<file path="src/rtl/regfile_psr_pkg.sv">
// Shared definitions for the register file / processor status register slice.
//   DATA_W, FLAG_W    : default datapath and flag widths
//   FLAG_*            : bit positions of the flags inside the PSR
//   alu_op_e          : ALU opcodes; flags_mask_for() gives the PSR bits each op updates
package regfile_psr_pkg;

  localparam int DATA_W = 16;
  localparam int FLAG_W = 5;

  localparam int FLAG_C = 0;  // carry
  localparam int FLAG_L = 1;  // unsigned lower
  localparam int FLAG_F = 2;  // signed overflow
  localparam int FLAG_Z = 3;  // zero
  localparam int FLAG_N = 4;  // signed negative / less

  typedef enum logic [2:0] {
    ALU_ADD = 3'd0,
    ALU_SUB = 3'd1,
    ALU_AND = 3'd2,
    ALU_OR  = 3'd3,
    ALU_XOR = 3'd4,
    ALU_CMP = 3'd5,
    ALU_MOV = 3'd6,
    ALU_NOP = 3'd7
  } alu_op_e;

  // Arithmetic ops update every flag; logic ops and moves only Z and N.
  function automatic logic [FLAG_W-1:0] flags_mask_for(input alu_op_e op);
    logic [FLAG_W-1:0] m;
    m = '0;
    case (op)
      ALU_ADD, ALU_SUB, ALU_CMP: m = '1;
      ALU_AND, ALU_OR, ALU_XOR, ALU_MOV: begin
        m[FLAG_Z] = 1'b1;
        m[FLAG_N] = 1'b1;
      end
      default: m = '0;
    endcase
    return m;
  endfunction

endpackage

</file>
<file path="src/rtl/regfile_psr_psr.sv">
// psr_reg: processor status register with per-bit update enables.
//   clk, reset  : rising-edge clock, asynchronous active-high clear
//   flags_in    : new flag values from the ALU
//   flags_mask  : per-bit load enable (0 holds the bit)
//   flags_out   : registered PSR contents, no bypass
module psr_reg #(
  parameter int FLAG_W = 5
) (
  input  logic              clk,
  input  logic              reset,
  input  logic [FLAG_W-1:0] flags_in,
  input  logic [FLAG_W-1:0] flags_mask,
  output logic [FLAG_W-1:0] flags_out
);

  import regfile_psr_pkg::*;

  logic [FLAG_W-1:0] psr_d;
  logic [FLAG_W-1:0] psr_q;

  always_comb begin
    psr_d = (psr_q & ~flags_mask) | (flags_in & flags_mask);
  end

  always_ff @(posedge clk or posedge reset) begin
    if (reset) psr_q <= '0;
    else       psr_q <= psr_d;
  end

  assign flags_out = psr_q;

endmodule

</file>
<file path="src/rtl/regfile_psr.sv">
// regfile_psr: general register file with two combinational read ports,
// one write port with write-through bypass, and a masked PSR.
//   clk, reset            : rising-edge clock, asynchronous active-high clear
//   rd_addr_a/b, rd_data_a/b : ALU operand read ports (same-cycle)
//   wr_en, wr_addr, wr_data  : ALU result write port
//   flags_in, flags_mask     : ALU flags and per-bit PSR update enable
//   flags_out                : registered PSR
module regfile_psr #(
  parameter int DATA_W = regfile_psr_pkg::DATA_W,
  parameter int NREGS  = 16,
  parameter int FLAG_W = regfile_psr_pkg::FLAG_W
) (
  input  logic                     clk,
  input  logic                     reset,
  input  logic [$clog2(NREGS)-1:0] rd_addr_a,
  input  logic [$clog2(NREGS)-1:0] rd_addr_b,
  output logic [DATA_W-1:0]        rd_data_a,
  output logic [DATA_W-1:0]        rd_data_b,
  input  logic                     wr_en,
  input  logic [$clog2(NREGS)-1:0] wr_addr,
  input  logic [DATA_W-1:0]        wr_data,
  input  logic [FLAG_W-1:0]        flags_in,
  input  logic [FLAG_W-1:0]        flags_mask,
  output logic [FLAG_W-1:0]        flags_out
);

  import regfile_psr_pkg::*;

  logic [DATA_W-1:0] regs_d [NREGS];
  logic [DATA_W-1:0] regs_q [NREGS];

  always_comb begin
    regs_d = regs_q;
    if (wr_en) regs_d[wr_addr] = wr_data;
  end

  always_ff @(posedge clk or posedge reset) begin
    if (reset) begin
      for (int unsigned i = 0; i < NREGS; i++) regs_q[i] <= '0;
    end else begin
      regs_q <= regs_d;
    end
  end

  // Write-through: a read of the register being written sees the new value now.
  always_comb begin
    rd_data_a = regs_q[rd_addr_a];
    rd_data_b = regs_q[rd_addr_b];
    if (wr_en && (wr_addr == rd_addr_a)) rd_data_a = wr_data;
    if (wr_en && (wr_addr == rd_addr_b)) rd_data_b = wr_data;
  end

  psr_reg #(
    .FLAG_W(FLAG_W)
  ) u_psr (
    .clk       (clk),
    .reset     (reset),
    .flags_in  (flags_in),
    .flags_mask(flags_mask),
    .flags_out (flags_out)
  );

endmodule

</file>
<file path="config.mk">
export PLATFORM = sky130hd
export DESIGN_NAME = regfile_psr
export DESIGN_NICKNAME = d
export VERILOG_FILES = /design/src/rtl/regfile_psr_pkg.sv /design/src/rtl/regfile_psr_psr.sv /design/src/rtl/regfile_psr.sv
export SDC_FILE = /design/constraint.sdc
export NUM_CORES = 1
export LEC_CHECK = 0
export BUFFER_PORTS_ARGS = -buffer_cell sky130_fd_sc_hd__buf_2
export CAP_MARGIN = 10
export CORE_MARGIN = 3
export CORE_UTILIZATION = 39
export CTS_CLUSTER_DIAMETER = 120
export DETAILED_ROUTE_END_ITERATION = 7
export GPL_ROUTABILITY_DRIVEN = 0
export PLACE_DENSITY = 0.66
export REMOVE_ABC_BUFFERS = 1
export SLEW_MARGIN = 20
export SYNTH_ARGS = -nofsm -noshare
export SYNTH_HDL_FRONTEND = slang
export SYNTH_SLANG_ARGS = --single-unit
</file>
<file path="constraint.sdc">
create_clock -name clk -period 12.2 [get_ports clk]
set_input_delay 1.22 -clock clk [delete_from_list [all_inputs] [get_ports clk]]
set_output_delay 1.22 -clock clk [all_outputs]
set_load 0.02 [all_outputs]
</file>
==> impl_metrics.py <==
metrics = {
    "final_layout": {
        "final_cell_area_sq_mm": 0.01619,
        "regArea_sq_mm": 0.006531,
        "syn_to_final_growth_pct": 12.54,
        "top_regs": "regs_q: 256 flops",
        "diodes": 0,
        "largest-register": "regs_q",
        "nNetsFinal": 991,
        "fill_cells": 3194,
        "largest_register_ff_count": 256,
        "multi_input_area_sq_mm": 0.007428,
        "finish.utilization": 0.4498,
        "stdcell_count": 1435,
        "layout-drive-gt1-share": 0.6037,
    },
    "synthesis": {
        "muxShareOfSynthArea": 0.4969,
        "yosys_warnings": 0,
        "synth-seq-cells": 261,
        "avgSynthCellArea_sq_um": 16.04,
        "synth_top_family_by_area": "multiplexers",
        "netlist_instances": 897,
        "synth_compound_area_frac": 0,
        "synthTopCellsByArea": "dfrtp_1 (45%), mux2_2 (23%), mux4_2 (20%)",
        "yosysTopAreaCellShare": 0.4539,
        "yosysTopAreaCell": "dfrtp_1",
        "synth_fa_ha_area_frac": 0,
        "syn_area_sq_mm": 0.01439,
        "synth-simple-area-share": 0.01200,
        "async_flop_share": 1.000,
        "ys_seq_area_frac": 0.4539,
        "synthDistinctLibCells": 22,
        "synthXorXnorAreaFrac": 0.004869,
        "synth-edff-count": 0,
        "ys.flop_type": "dfrtp_1",
    },
    "global_route": {
        "overflow": 0,
        "grt_pass1_wl_um": 55890,
        "antenna_found_initial": 0,
        "grt_start_max_net_pins": 178,
        "track_usage": 0.1881,
        "grt_pass1_vias": 8967,
    },
    "detailed_routing": {
        "wl_um": 36480,
        "drtPass1Iterations": 4,
        "drtIter0Drc": 531,
        "ant_nets": 0,
        "avgRoutedWirePerCell_um": 25.42,
        "drcViolationCount": 0,
        "routed_via_density": 5.835,
        "vias": 8373,
    },
    "timing": {
        "timing.final.max_slew_violations": 0,
        "slew_headroom": 0.3717,
        "period_share": 0.4088,
        "hold_viol_final": 0,
        "setup_tns_ns": 0,
        "setup_viol": 0,
        "tightestPinTransition_ns": 0.9424,
        "finClkSkew_ns": 0,
        "period_minus_slack_ns": 4.987,
        "rsz0062_at_grt": "false",
        "fmax_mhz": 200.5,
    },
    "setup_path": {
        "cp.arrival_ns": 3.77,
        "cp.required_ns": 10.98,
        "max_stage_delay_ns": 0.64,
        "slowest_stage": "buf_4",
        "start_kind": "primary input",
        "worst-path-buf-inv": 3,
        "critPathCaptureType": "output pin",
        "worst-path-max-fanout": 34,
        "crit_chain": "buf_4 > buf_4 > mux4_2 > mux2i_1 > mux2i_1 > mux2_2 > buf_2",
        "critical_path.top_delay_family": "buffers and inverters",
        "worstSetupPathType": "in2out",
    },
    "power": {
        "p_leak_nw": 6.864,
        "vdd_drop_max_mv": 0.1088,
        "p_total_mw": 2.836,
        "cellPowerDensity_mw_per_mm2": 175.1,
    },
    "min_path": {
        "min_path_type": "reg2reg",
    },
    "clocking": {
        "h-tree-depth": 1,
        "cts_resized": 0,
        "cts_tree": "built",
        "cts_buffers": 30,
        "cts_buffer_depth": 3,
        "cts_hold_buf": 0,
        "ctsRootBufferMaster": "clkbuf_16",
        "clk_latency_ns": 0.55,
        "clk_pin_slew_ns": 0.06,
        "post_cts_buffers": 0,
        "cts_sinks": 261,
    },
    "place": {
        "placed_area_sq_mm": 0.01515,
        "dp.cells": 1379,
        "port_buffers": 77,
        "place_hpwl_um": 21580,
    },
    "floorplanning": {
        "initial_utilization": 0.3997,
        "pin_count": 78,
        "dieArea_sq_mm": 0.03924,
        "die_h_um": 198.1,
        "die_x_um": 198.1,
        "core_sq_mm": 0.03600,
        "num_rows": 69,
    },
    "outcome": {
        "status": "finished clean",
    },
    "run": {
        "max_cap_viol_count": 0,
    },
}
-- power breakdown --
group / internal [mW] / switching (mW)
sequential: 1.07 / 0.137
combinational: 0.421 / 0.276
clock: 0.560 / 0.375
total: 2.05 / 0.788
-- cell usage in the layout (no fill, tap or decap), types with 6 or more instances in the layout --
cell type	instances
mux2_2	293
mux4_2	126
buf_2	73
xor2_1	6
buf_4	29
clkbuf_16	31
dfrtp_1	261
clkinvlp_4	8
nor2_2	7
mux2i_1	96
-- layout make-up --
cell class / count / area share
Timing Repair Buffer: 103 / 0.03724
Tap cell: 461 / 0.03562
Clock inverter: 17 / 0.01159
Clock buffer: 39 / 0.05285
Sequential cell: 261 / 0.4033
Multi-Input combinational cell: 553 / 0.4587
Inverter: 1 / 0.0006954
-- worst paths after layout --
check | from | to | slack, ns | cells after the start
setup / recovery | rd_addr_b[3] | rd_data_b[9] | 7.21 | 7
hold / removal | flip-flop | flip-flop | 0.50 | 1
setup reg to reg | regs_q[252] | regs_q[252] | 11.40 | 1
hold reg to reg | flip-flop | flip-flop | 0.50 | 1
max in group asynchronous | reset | regs_q[251] | 10.06 | 3
min in group asynchronous | reset | asynchronous set/reset pin | 0.74 | 2
-- metrics by stage --
stage / setup slack, ns / hold slack [ns]
after floorplan: 3.797 / 0.4895
after global placement: 7.137 / 0.4848
after detailed placement: 7.141 / 0.4917
after CTS: 7.138 / 0.5061
after global routing: 7.002 / 0.5265
final: 7.213 / 0.5044
-- Yosys cell counts (all sizes together) (4+ instances only) --
library cell,n
nand2b,5
nor2,10
mux2,293
buf,63
mux4,128
nand2,4
mux2i,96
clkbuf,19
xor2,6
dfrtp,261
-- cell families (layout without fill, tap and decap cells) --
group | Yosys count | after routing
and+or+nand+nor | 28 | 28
xor gates and xnor gates | 8 | 8
muxes | 517 | 517
buffers and inverters | 83 | 160
DFF | 261 | 261
-- per-layer routing --
layer	GRT usage	part of all wire
met1	0.2638	0.45
met2	0.3147	0.49
met3	0.02688	0.040
met4	0.04089	0.019
met5	0	0
Note: power is estimated with default switching activity, not from simulation.
